<file path="config.mk">
export PLATFORM = sky130hd
export DESIGN_NAME = uart_param
export DESIGN_NICKNAME = d
export VERILOG_FILES = /design/src/rtl/uart_param.sv
export SDC_FILE = /design/constraint.sdc
export NUM_CORES = 1
export LEC_CHECK = 0
export CAP_MARGIN = 0
export CELL_PAD_IN_SITES_DETAIL_PLACEMENT = 1
export CELL_PAD_IN_SITES_GLOBAL_PLACEMENT = 2
export CORE_MARGIN = 2
export CORE_UTILIZATION = 31
export CTS_CLUSTER_DIAMETER = 60
export DETAILED_ROUTE_END_ITERATION = 16
export DONT_BUFFER_PORTS = 1
export GPL_ROUTABILITY_DRIVEN = 0
export PLACE_DENSITY_LB_ADDON = 0.25
export RECOVER_POWER = 50
export SYNTH_ARGS = -nofsm -noshare
export SYNTH_HDL_FRONTEND = slang
export SYNTH_SLANG_ARGS = --single-unit
</file>
<file path="constraint.sdc">
create_clock -name inclk -period 1.61 [get_ports inclk]
set_input_delay 0.322 -clock inclk [delete_from_list [all_inputs] [get_ports inclk]]
set_output_delay 0.322 -clock inclk [all_outputs]
set_load 0.05 [all_outputs]
</file>
<file path="src/rtl/uart_param.sv">
// Parameterised UART: one TX frame per tx_ack, with back-to-back frames while tx_req is held.
// RX samples each bit mid-cell, and a new frame overwrites unread data with rx_ovr set.
module uart_param #(
  parameter int    DATA_BITS    = 8,
  parameter string PARITY       = "NONE",
  parameter int    STOP_BITS    = 1,
  parameter int    CLKS_PER_BIT = 16
) (
  input  logic                 inclk,
  input  logic                 rst,
  input  logic [DATA_BITS-1:0] tx_data,
  input  logic                 tx_req,
  output logic                 tx_ack,
  output logic                 tx_busy,
  output logic                 txd,
  input  logic                 rxd,
  input  logic                 loopback,
  output logic [DATA_BITS-1:0] rx_data,
  output logic                 rx_rdy,
  input  logic                 rx_ack,
  output logic                 rx_perr,
  output logic                 rx_ferr,
  output logic                 rx_ovr
);

  localparam bit              PAR_EN   = (PARITY != "NONE");
  localparam bit              PAR_ODD  = (PARITY == "ODD");
  localparam int              CW       = $clog2(CLKS_PER_BIT);
  localparam logic [CW-1:0]   BIT_END  = CW'(CLKS_PER_BIT - 1);
  localparam logic [CW-1:0]   HALF_END = CW'(CLKS_PER_BIT / 2 - 1);
  localparam logic [3:0]      DATA_END = 4'(DATA_BITS - 1);
  localparam logic [3:0]      STOP_END = 4'(STOP_BITS - 1);

  localparam logic [2:0] S_IDLE  = 3'd0;
  localparam logic [2:0] S_START = 3'd1;
  localparam logic [2:0] S_DATA  = 3'd2;
  localparam logic [2:0] S_PAR   = 3'd3;
  localparam logic [2:0] S_STOP  = 3'd4;

  logic [2:0]           tx_state_q, tx_state_d;
  logic [CW-1:0]        tx_cnt_q, tx_cnt_d;
  logic [3:0]           tx_bit_q, tx_bit_d;
  logic [DATA_BITS-1:0] tx_shift_q, tx_shift_d;
  logic                 tx_par_q, tx_par_d;
  logic                 tx_ack_c;
  logic                 tx_line;

  always_comb begin
    tx_state_d = tx_state_q;
    tx_cnt_d   = (tx_cnt_q == BIT_END) ? '0 : tx_cnt_q + CW'(1);
    tx_bit_d   = tx_bit_q;
    tx_shift_d = tx_shift_q;
    tx_par_d   = tx_par_q;
    tx_ack_c   = 1'b0;
    case (tx_state_q)
      S_IDLE: begin
        tx_cnt_d = '0;
        tx_ack_c = tx_req & ~rst;
      end
      S_START: if (tx_cnt_q == BIT_END) tx_state_d = S_DATA;
      S_DATA: if (tx_cnt_q == BIT_END) begin
        tx_shift_d = tx_shift_q >> 1;
        if (tx_bit_q == DATA_END) begin
          tx_bit_d   = '0;
          tx_state_d = PAR_EN ? S_PAR : S_STOP;
        end else begin
          tx_bit_d = tx_bit_q + 4'd1;
        end
      end
      S_PAR: if (tx_cnt_q == BIT_END) tx_state_d = S_STOP;
      S_STOP: if (tx_cnt_q == BIT_END) begin
        if (tx_bit_q == STOP_END) begin
          tx_state_d = S_IDLE;
          // Accepting on the last stop cycle keeps a held request gap-free.
          tx_ack_c   = tx_req & ~rst;
        end else begin
          tx_bit_d = tx_bit_q + 4'd1;
        end
      end
      default: tx_state_d = S_IDLE;
    endcase
    if (tx_ack_c) begin
      tx_shift_d = tx_data;
      tx_par_d   = (^tx_data) ^ PAR_ODD;
      tx_bit_d   = '0;
      tx_state_d = S_START;
    end
  end

  always_comb begin
    case (tx_state_q)
      S_START: tx_line = 1'b0;
      S_DATA:  tx_line = tx_shift_q[0];
      S_PAR:   tx_line = tx_par_q;
      default: tx_line = 1'b1;
    endcase
  end

  assign txd     = tx_line;
  assign tx_ack  = tx_ack_c;
  assign tx_busy = (tx_state_q != S_IDLE);

  always_ff @(posedge inclk) begin
    if (rst) begin
      tx_state_q <= S_IDLE;
      tx_cnt_q   <= '0;
      tx_bit_q   <= '0;
      tx_shift_q <= '0;
      tx_par_q   <= 1'b0;
    end else begin
      tx_state_q <= tx_state_d;
      tx_cnt_q   <= tx_cnt_d;
      tx_bit_q   <= tx_bit_d;
      tx_shift_q <= tx_shift_d;
      tx_par_q   <= tx_par_d;
    end
  end

  logic [1:0]           sync_q;
  logic                 rx_prev_q;
  logic                 rx_line;
  logic [2:0]           rx_state_q, rx_state_d;
  logic [CW-1:0]        rx_cnt_q, rx_cnt_d;
  logic [3:0]           rx_bit_q, rx_bit_d;
  logic [DATA_BITS-1:0] rx_shift_q, rx_shift_d;
  logic                 rx_par_q, rx_par_d;
  logic                 rx_end;
  logic [DATA_BITS-1:0] rx_data_q, rx_data_d;
  logic                 rx_rdy_q, rx_rdy_d, rx_perr_q, rx_perr_d;
  logic                 rx_ferr_q, rx_ferr_d, rx_ovr_q, rx_ovr_d;

  assign rx_line = sync_q[1];

  always_comb begin
    rx_state_d = rx_state_q;
    rx_cnt_d   = (rx_cnt_q == BIT_END) ? '0 : rx_cnt_q + CW'(1);
    rx_bit_d   = rx_bit_q;
    rx_shift_d = rx_shift_q;
    rx_par_d   = rx_par_q;
    rx_end     = 1'b0;
    case (rx_state_q)
      S_IDLE: begin
        rx_cnt_d = '0;
        if (rx_prev_q && !rx_line) rx_state_d = S_START;
      end
      S_START: if (rx_cnt_q == HALF_END) begin
        // A line back high at mid-start is a glitch, not a frame.
        rx_cnt_d   = '0;
        rx_bit_d   = '0;
        rx_par_d   = 1'b0;
        rx_state_d = rx_line ? S_IDLE : S_DATA;
      end
      S_DATA: if (rx_cnt_q == BIT_END) begin
        rx_shift_d = {rx_line, rx_shift_q[DATA_BITS-1:1]};
        rx_par_d   = rx_par_q ^ rx_line;
        rx_bit_d   = rx_bit_q + 4'd1;
        if (rx_bit_q == DATA_END) rx_state_d = PAR_EN ? S_PAR : S_STOP;
      end
      S_PAR: if (rx_cnt_q == BIT_END) begin
        rx_par_d   = rx_par_q ^ rx_line;
        rx_state_d = S_STOP;
      end
      S_STOP: if (rx_cnt_q == BIT_END) begin
        rx_end     = 1'b1;
        rx_state_d = S_IDLE;
      end
      default: rx_state_d = S_IDLE;
    endcase
  end

  always_comb begin
    rx_data_d = rx_data_q;
    rx_rdy_d  = rx_rdy_q;
    rx_perr_d = rx_perr_q;
    rx_ferr_d = rx_ferr_q;
    rx_ovr_d  = rx_ovr_q;
    if (rx_end) begin
      rx_data_d = rx_shift_q;
      rx_rdy_d  = 1'b1;
      rx_perr_d = PAR_EN && (rx_par_q != PAR_ODD);
      rx_ferr_d = ~rx_line;
      rx_ovr_d  = (rx_rdy_q | rx_ovr_q) & ~rx_ack;
    end else if (rx_ack) begin
      rx_rdy_d  = 1'b0;
      rx_perr_d = 1'b0;
      rx_ferr_d = 1'b0;
      rx_ovr_d  = 1'b0;
    end
  end

  always_ff @(posedge inclk) begin
    if (rst) begin
      sync_q     <= 2'b11;
      rx_prev_q  <= 1'b1;
      rx_state_q <= S_IDLE;
      rx_cnt_q   <= '0;
      rx_bit_q   <= '0;
      rx_shift_q <= '0;
      rx_par_q   <= 1'b0;
      rx_data_q  <= '0;
      rx_rdy_q   <= 1'b0;
      rx_perr_q  <= 1'b0;
      rx_ferr_q  <= 1'b0;
      rx_ovr_q   <= 1'b0;
    end else begin
      sync_q     <= {sync_q[0], loopback ? tx_line : rxd};
      rx_prev_q  <= rx_line;
      rx_state_q <= rx_state_d;
      rx_cnt_q   <= rx_cnt_d;
      rx_bit_q   <= rx_bit_d;
      rx_shift_q <= rx_shift_d;
      rx_par_q   <= rx_par_d;
      rx_data_q  <= rx_data_d;
      rx_rdy_q   <= rx_rdy_d;
      rx_perr_q  <= rx_perr_d;
      rx_ferr_q  <= rx_ferr_d;
      rx_ovr_q   <= rx_ovr_d;
    end
  end

  assign rx_data = rx_data_q;
  assign rx_rdy  = rx_rdy_q;
  assign rx_perr = rx_perr_q;
  assign rx_ferr = rx_ferr_q;
  assign rx_ovr  = rx_ovr_q;

endmodule

</file>
==> flow_summary.toml, run 1 <==
[global_route]
grt_pass1_wl_um = 10600
grt_overflow = 0
grt_use_total = 0.151
antenna_found_initial = 0
grt_max_degree = 39
grt_pass1_vias = 2156

[die]
die_y_um = 94.5
die_w_um = 94.5
io_pins = 29
dieArea_sq_mm = 0.00893
coreArea_sq_mm = 0.00809
initial_utilization = 0.314
rows = 33

[yosys]
yosys_most_used_dff = "dfxtp_1"
synth_cell_types = 50
yosysSeqAreaShare = 0.418
syn_avg_cell_area_sq_um = 9.04
syn_inst = 281
synth_enable_flop_cells = 0
syn_nets = 300
synth.cell_area_sq_mm = 0.00254
yosys_register_bits = 53
yosysWarnings = 0
ys_async_sr_fraction = 0

[setup_path]
startpoint_type = "flop"
path_cells = "inv_2, ha_2, or3b_4, o21ai_4, nand2_4, clkinvlp_4"
crit_start = "tx_bit_q[1]"
path_max_fanout = 2
crit_type = "flop to output port"
slowest_stage = "or3b_4"
endpoint_kind = "output port"
cp_slowest_stage_delay_ns = 0.40
crit_required_ns = 1.29
rrSetupSlack_ns = -0.28
r2r-start = "tx_bit_q[1]"
worst-endpoint-arrival_ns = 1.67

[route]
routed_wl_um = 6210
ant_nets = 0
vias = 2065
vias_per_cell = 4.94
drt_iter0_drc = 19
drc_errors = 0
detail_route.wl_per_cell_um = 14.9
drtPass1Iterations = 4

[clock_tree]
clock_latency_ns = 0.31
cts.path.max_buffers = 2
postCtsHoldBufs = 0
h-tree-depth = 2
cts_tree = "built"
numCtsBuffers = 5
path_clk_slew_ns = 0.10
clock-sinks = 53
root_buffer = "clkbuf_8"

[pwr]
p_int_w = 0.00205
switching_power_w = 0.000692
netSwitchingFraction = 0.253
ir_worst_vdd_uv = 298
p_comb_frac = 0.144
clkPwrFrac = 0.356
p_per_area_mw_per_mm2 = 847
p_leak_nw = 1.29
seqPwrFrac = 0.501

[cells_and_area]
fin_util = 0.400
layout.nets = 331
multi_input_area_sq_mm = 0.00150
drive_gt1_frac = 0.319
nFillCells = 955
ff_latch_area_sq_mm = 0.00109
area_delta_synth_final_pct = 27.3
antenna_cells = 0

[sta]
tns_ns = -3.97
slew_headroom = 0.627
slew_viol_final = 0
layout_setup_ws_ns = -0.382
post-route-period-util = 1.24
tightestPinTransition_ns = 0.558
rsz0062_at_grt = "true"
finalHoldViolCount = 0
min_period_ns = 1.99
fmax_mhz = 502
setup_viol = 22
finClkSkew_ns = 0.00508

[place]
hpwl_um = 4390
portBuffers = 0
dp_slack_ns = -0.126

[run_status]
violations = "setup timing"
status = "complete, but fails checks"

[hold_path]
min-delay-start = "rst"
hp-class = "input port to flop"

[job]
cap_violations = 0
per-layer routing:
layer	global-route usage	up-vias	share of wire
li1	-	1046	-
met1	0.194	988	0.48
met2	0.254	25	0.48
met3	0.0295	6	0.027
met4	0.0519	0	0.0092
met5	0	-	0
repair_timing:
action | 4_1_cts | 5_1_grt
pin swaps | 9 | 14
resized for setup | 36 | 26
setup endpoints to repair | 23 | 23
setup buffers | 8 | 3
sequential cells by signal, summed over array words and instances, names as in the netlist:
| register | flops |
|---|---|
| tx_bit_q | 4 |
| tx_state_q | 3 |
| rx_state_q | 3 |
| rx_shift_q | 8 |
| tx_par_q | 1 |
| rx_data | 8 |
| rx_ovr | 1 |
| rx_cnt_q | 4 |
| rx_prev_q | 1 |
| tx_cnt_q | 4 |
| tx_shift_q | 8 |
| rx_bit_q | 4 |
| rx_ferr | 1 |
| rx_rdy | 1 |
| sync_q | 2 |
path summary, 6_finish.rpt:
path                    to  cells past startpoint
min          tx_shift_q[7]                      1
max reg2reg  tx_shift_q[3]                      9
max                 tx_ack                      6
min reg2reg      sync_q[1]                      1
cell usage in the layout (no fill, tap or decap), types with 3 or more instances in the layout:
master and n:
o21ai_0 3, nand3_1 16, and3_1 4, nand2_1 19, a311oi_1 4, mux2i_1 19, dfxtp_1 42, nor3_4 4
a21oi_1 11, xnor2_1 11, clkbuf_8 6, nor2_1 29, o21ai_1 3, buf_4 29, a2111oi_4 3, nor2b_1 6
inv_1 7, nand4_1 3, nor3_2 3, nand2b_1 3, dfxtp_2 6, inv_2 3, ha_1 4, nor3_1 6
dfxtp_4 5, buf_6 7
critical path: cells and delay by family (launching register included):
kind | cells | cell delay, ns
AND/OR/NAND/NOR | 2 | 0.47
flip-flops | 1 | 0.33
buffers and inverters | 2 | 0.24
AO/OA/AOI/OAI | 1 | 0.16
adder cells (fa/ha/maj) | 1 | 0.15
power groups by stage:
stage / sequential, W / clock (W) / combinational (W)
after floorplan: 0.00139 / 0 / 0.000281
after global placement: 0.00141 / 0 / 0.000348
after detailed placement: 0.00141 / 0 / 0.000353
after CTS: 0.00138 / 0.00101 / 0.000376
after global routing: 0.00138 / 0.00107 / 0.000431
final: 0.00137 / 0.000974 / 0.000393
kinds of logic after synthesis:
logic type	count (synthesis)	synth area share
AO/OA/AOI/OAI	47	0.145
XOR/XNOR	13	0.0448
adder cells (fa/ha/maj)	5	0.0246
buffers and inverters	27	0.0537
flip-flops	53	0.418
multiplexers	20	0.0793
other	1	0.00148
AND/OR/NAND/NOR	115	0.234
cell type report:
cell class                 count  area share
multi-input combinational    201       0.465
tap                          105      0.0406
clock buffer                   6      0.0255
timing repair buffer          40       0.107
clock inverter                 2      0.0116
inverter                      11      0.0139
sequential                    53       0.336
stage by stage:
| step | std cells | area (sq um) | total power, W | hold slack, ns |
|---|---|---|---|---|
| 6_report | 418 | 3230 | 0.00274 | 0.0687 |
| 5_1_grt | 418 | 3230 | 0.00288 | 0.0417 |
| 4_1_cts | 416 | 3160 | 0.00276 | 0.0572 |
| 3_5_place_dp | 400 | 2860 | 0.00176 | 0.399 |
| 3_3_place_gp | 400 | 2860 | 0.00176 | 0.394 |
| 2_1_floorplan | 281 | 2570 | 0.00167 | 0.389 |
cells in the mapped netlist (all sizes together) (3+ instances only):
cell	n	area, sq um
dfxtp	53	1060
nor2	29	109
nand2	23	91.3
mux2i	19	190
nand3	16	80.1
a21oi	14	70.1
nor3	13	65.1
inv	11	41.3
xnor2	11	96.3
buf	9	67.6
o21ai	8	40.0
clkbuf	7	27.5
a311oi	6	52.6
nor2b	6	37.5
ha	5	62.6
and3	4	25.0
nor3b	4	35.0
a2111oi	3	82.6
nand2b	3	18.8
nand4	3	18.8
o21a	3	22.5
or3b	3	28.8
or4	3	22.5
No activity file was read; power rests on OpenSTA's default activity.
==> inputs of run 2 (changes only) <==
PLACE_DENSITY_LB_ADDON = 0.3   (was 0.25)
==> run 2 against run 1 <==
  * Critical endpoint unchanged
  * Total power shrank 6.0%
  * First-iteration DRC count grew to 3.3 times the previous value
  * The run still ends with setup timing left
  * Sequential cell count is the same
  * Critical path type unchanged
  * Clock power shrank 16%
  * Sequential power is essentially flat
  * Setup slack lost 0.0054 ns
  * Clock skew grew 0.0076 ns
==> flow_summary.toml, run 2 (synthesis gave the netlist of run 1 again) <==
[clock_tree]
clock-sinks = 53
postCtsHoldBufs = 0
h-tree-depth = 2
root_buffer = "clkbuf_8"
path_clk_slew_ns = 0.10
clock_latency_ns = 0.31
cts.path.max_buffers = 2
cts_tree = "built"
numCtsBuffers = 5

[setup_path]
path_cells = "inv_2, ha_4, or3b_4, o21ai_4, nand2_4, clkinvlp_4"
rrSetupSlack_ns = -0.30
r2r_end = "tx_shift_q[3]"
crit_required_ns = 1.29
cp_slowest_stage_delay_ns = 0.39
r2r_cells = 9
crit_type = "flop to output port"
slowest_stage = "or3b_4"
crit_buf_inv = 2
r2r-start = "tx_bit_q[1]"
endpoint_kind = "output port"
path_max_fanout = 2
cp_top_family = "simple AND/OR/NAND/NOR gates"
startpoint_type = "flop"
worst-endpoint-arrival_ns = 1.68

[sta]
post-route-period-util = 1.24
slew_headroom = 0.615
layout_setup_ws_ns = -0.387
setup_viol = 17
slew_viol_final = 0
finalHoldViolCount = 0
rsz0062_at_grt = "true"
tightestPinTransition_ns = 0.577
min_period_ns = 2.00
fmax_mhz = 501
finClkSkew_ns = 0.0127

[global_route]
grt_overflow = 0
grt_use_total = 0.144
grt_pass1_vias = 2192
grt_max_degree = 39
antenna_found_initial = 0
grt_pass1_wl_um = 10300

[die]
io_pins = 29
die_w_um = 94.5
initial_utilization = 0.314
coreArea_sq_mm = 0.00809
dieArea_sq_mm = 0.00893
rows = 33
die_y_um = 94.5

[hold_path]
hp-class = "input port to flop"
min-delay-start = "rst"
worstHoldPathCells = 1
worstHoldEndpoint = "tx_state_q[0]"

[pwr]
p_per_area_mw_per_mm2 = 807
ir_worst_vdd_uv = 400
power.total_w = 0.00257
p_leak_nw = 1.26

[cells_and_area]
final_common_cell = "dfxtp_1"
area_delta_synth_final_pct = 25.6
fin_cells = 422
antenna_cells = 0
fin_area_sq_mm = 0.00319
drive_gt1_frac = 0.293
layout.nets = 335
layout_common_cells = "dfxtp_1, buf_4, nor2_1"

[run_status]
status = "complete, but fails checks"
violations = "setup timing"

[job]
cap_violations = 0

[route]
drt_iter0_drc = 62
drc_errors = 0
detail_route.wl_per_cell_um = 14.9
vias = 2125
vias_per_cell = 5.04
drtPass1Iterations = 4
ant_nets = 0
routed_wl_um = 6270

[place]
portBuffers = 0
hpwl_um = 4500
dp_cells = 407
placed_area_sq_mm = 0.00292
## run 2: area by class of cell
| type | count | area (sq um) |
|---|---|---|
| fill | 966 | 4900 |
| multi-input combinational | 201 | 1480 |
| sequential | 53 | 1080 |
| timing repair buffer | 44 | 362 |
| tap | 105 | 131 |
| clock buffer | 5 | 68.8 |
| inverter | 11 | 45.0 |
| clock inverter | 3 | 25.0 |
## run 2: where the power goes
group	internal [W]	switching (W)	leakage, nW
sequential	0.00134	0.0000305	0.435
combinational	0.000192	0.000195	0.783
clock	0.000316	0.000498	0.0447
## run 2: through the flow
stage	setup slack, ns	setup TNS (ns)	hold WS, ns	util
5_1_grt	-0.452	-6.11	0.0299	0.394
3_5_place_dp	-0.131	-1.32	0.399	0.361
4_1_cts	-0.386	-3.79	0.0502	0.393
6_report	-0.387	-4.02	0.0640	0.394
2_1_floorplan	-0.0903	-0.0903	0.389	-
3_3_place_gp	-0.0742	-0.439	0.399	0.361
## run 2: worst max-delay path by stage
stage,start,to,slack [ns],cells after the start
floorplan,tx_bit_q[0],tx_ack,-0.09,6
global placement,tx_bit_q[0],tx_shift_q[6],-0.07,7
detailed placement,tx_bit_q[0],tx_shift_q[6],-0.13,7
CTS,tx_bit_q[1],tx_ack,-0.39,6
global route,tx_bit_q[1],tx_ack,-0.45,6
finish,tx_bit_q[1],tx_ack,-0.39,6
## run 2: per-layer routing
| metal | vias to the layer above | share of wire | GRT usage |
|---|---|---|---|
| met3 | 5 | 0.041 | 0.0367 |
| li1 | 1055 | - | - |
| met2 | 27 | 0.49 | 0.253 |
| met1 | 1038 | 0.46 | 0.177 |
| met4 | 0 | 0.0081 | 0.0362 |
| met5 | - | 0 | 0 |
## run 2: what timing repair did
action	CTS	global route
setup endpoints to repair	21	26
setup buffers	5	2
gates resized for setup	32	9
pin swaps	5	4
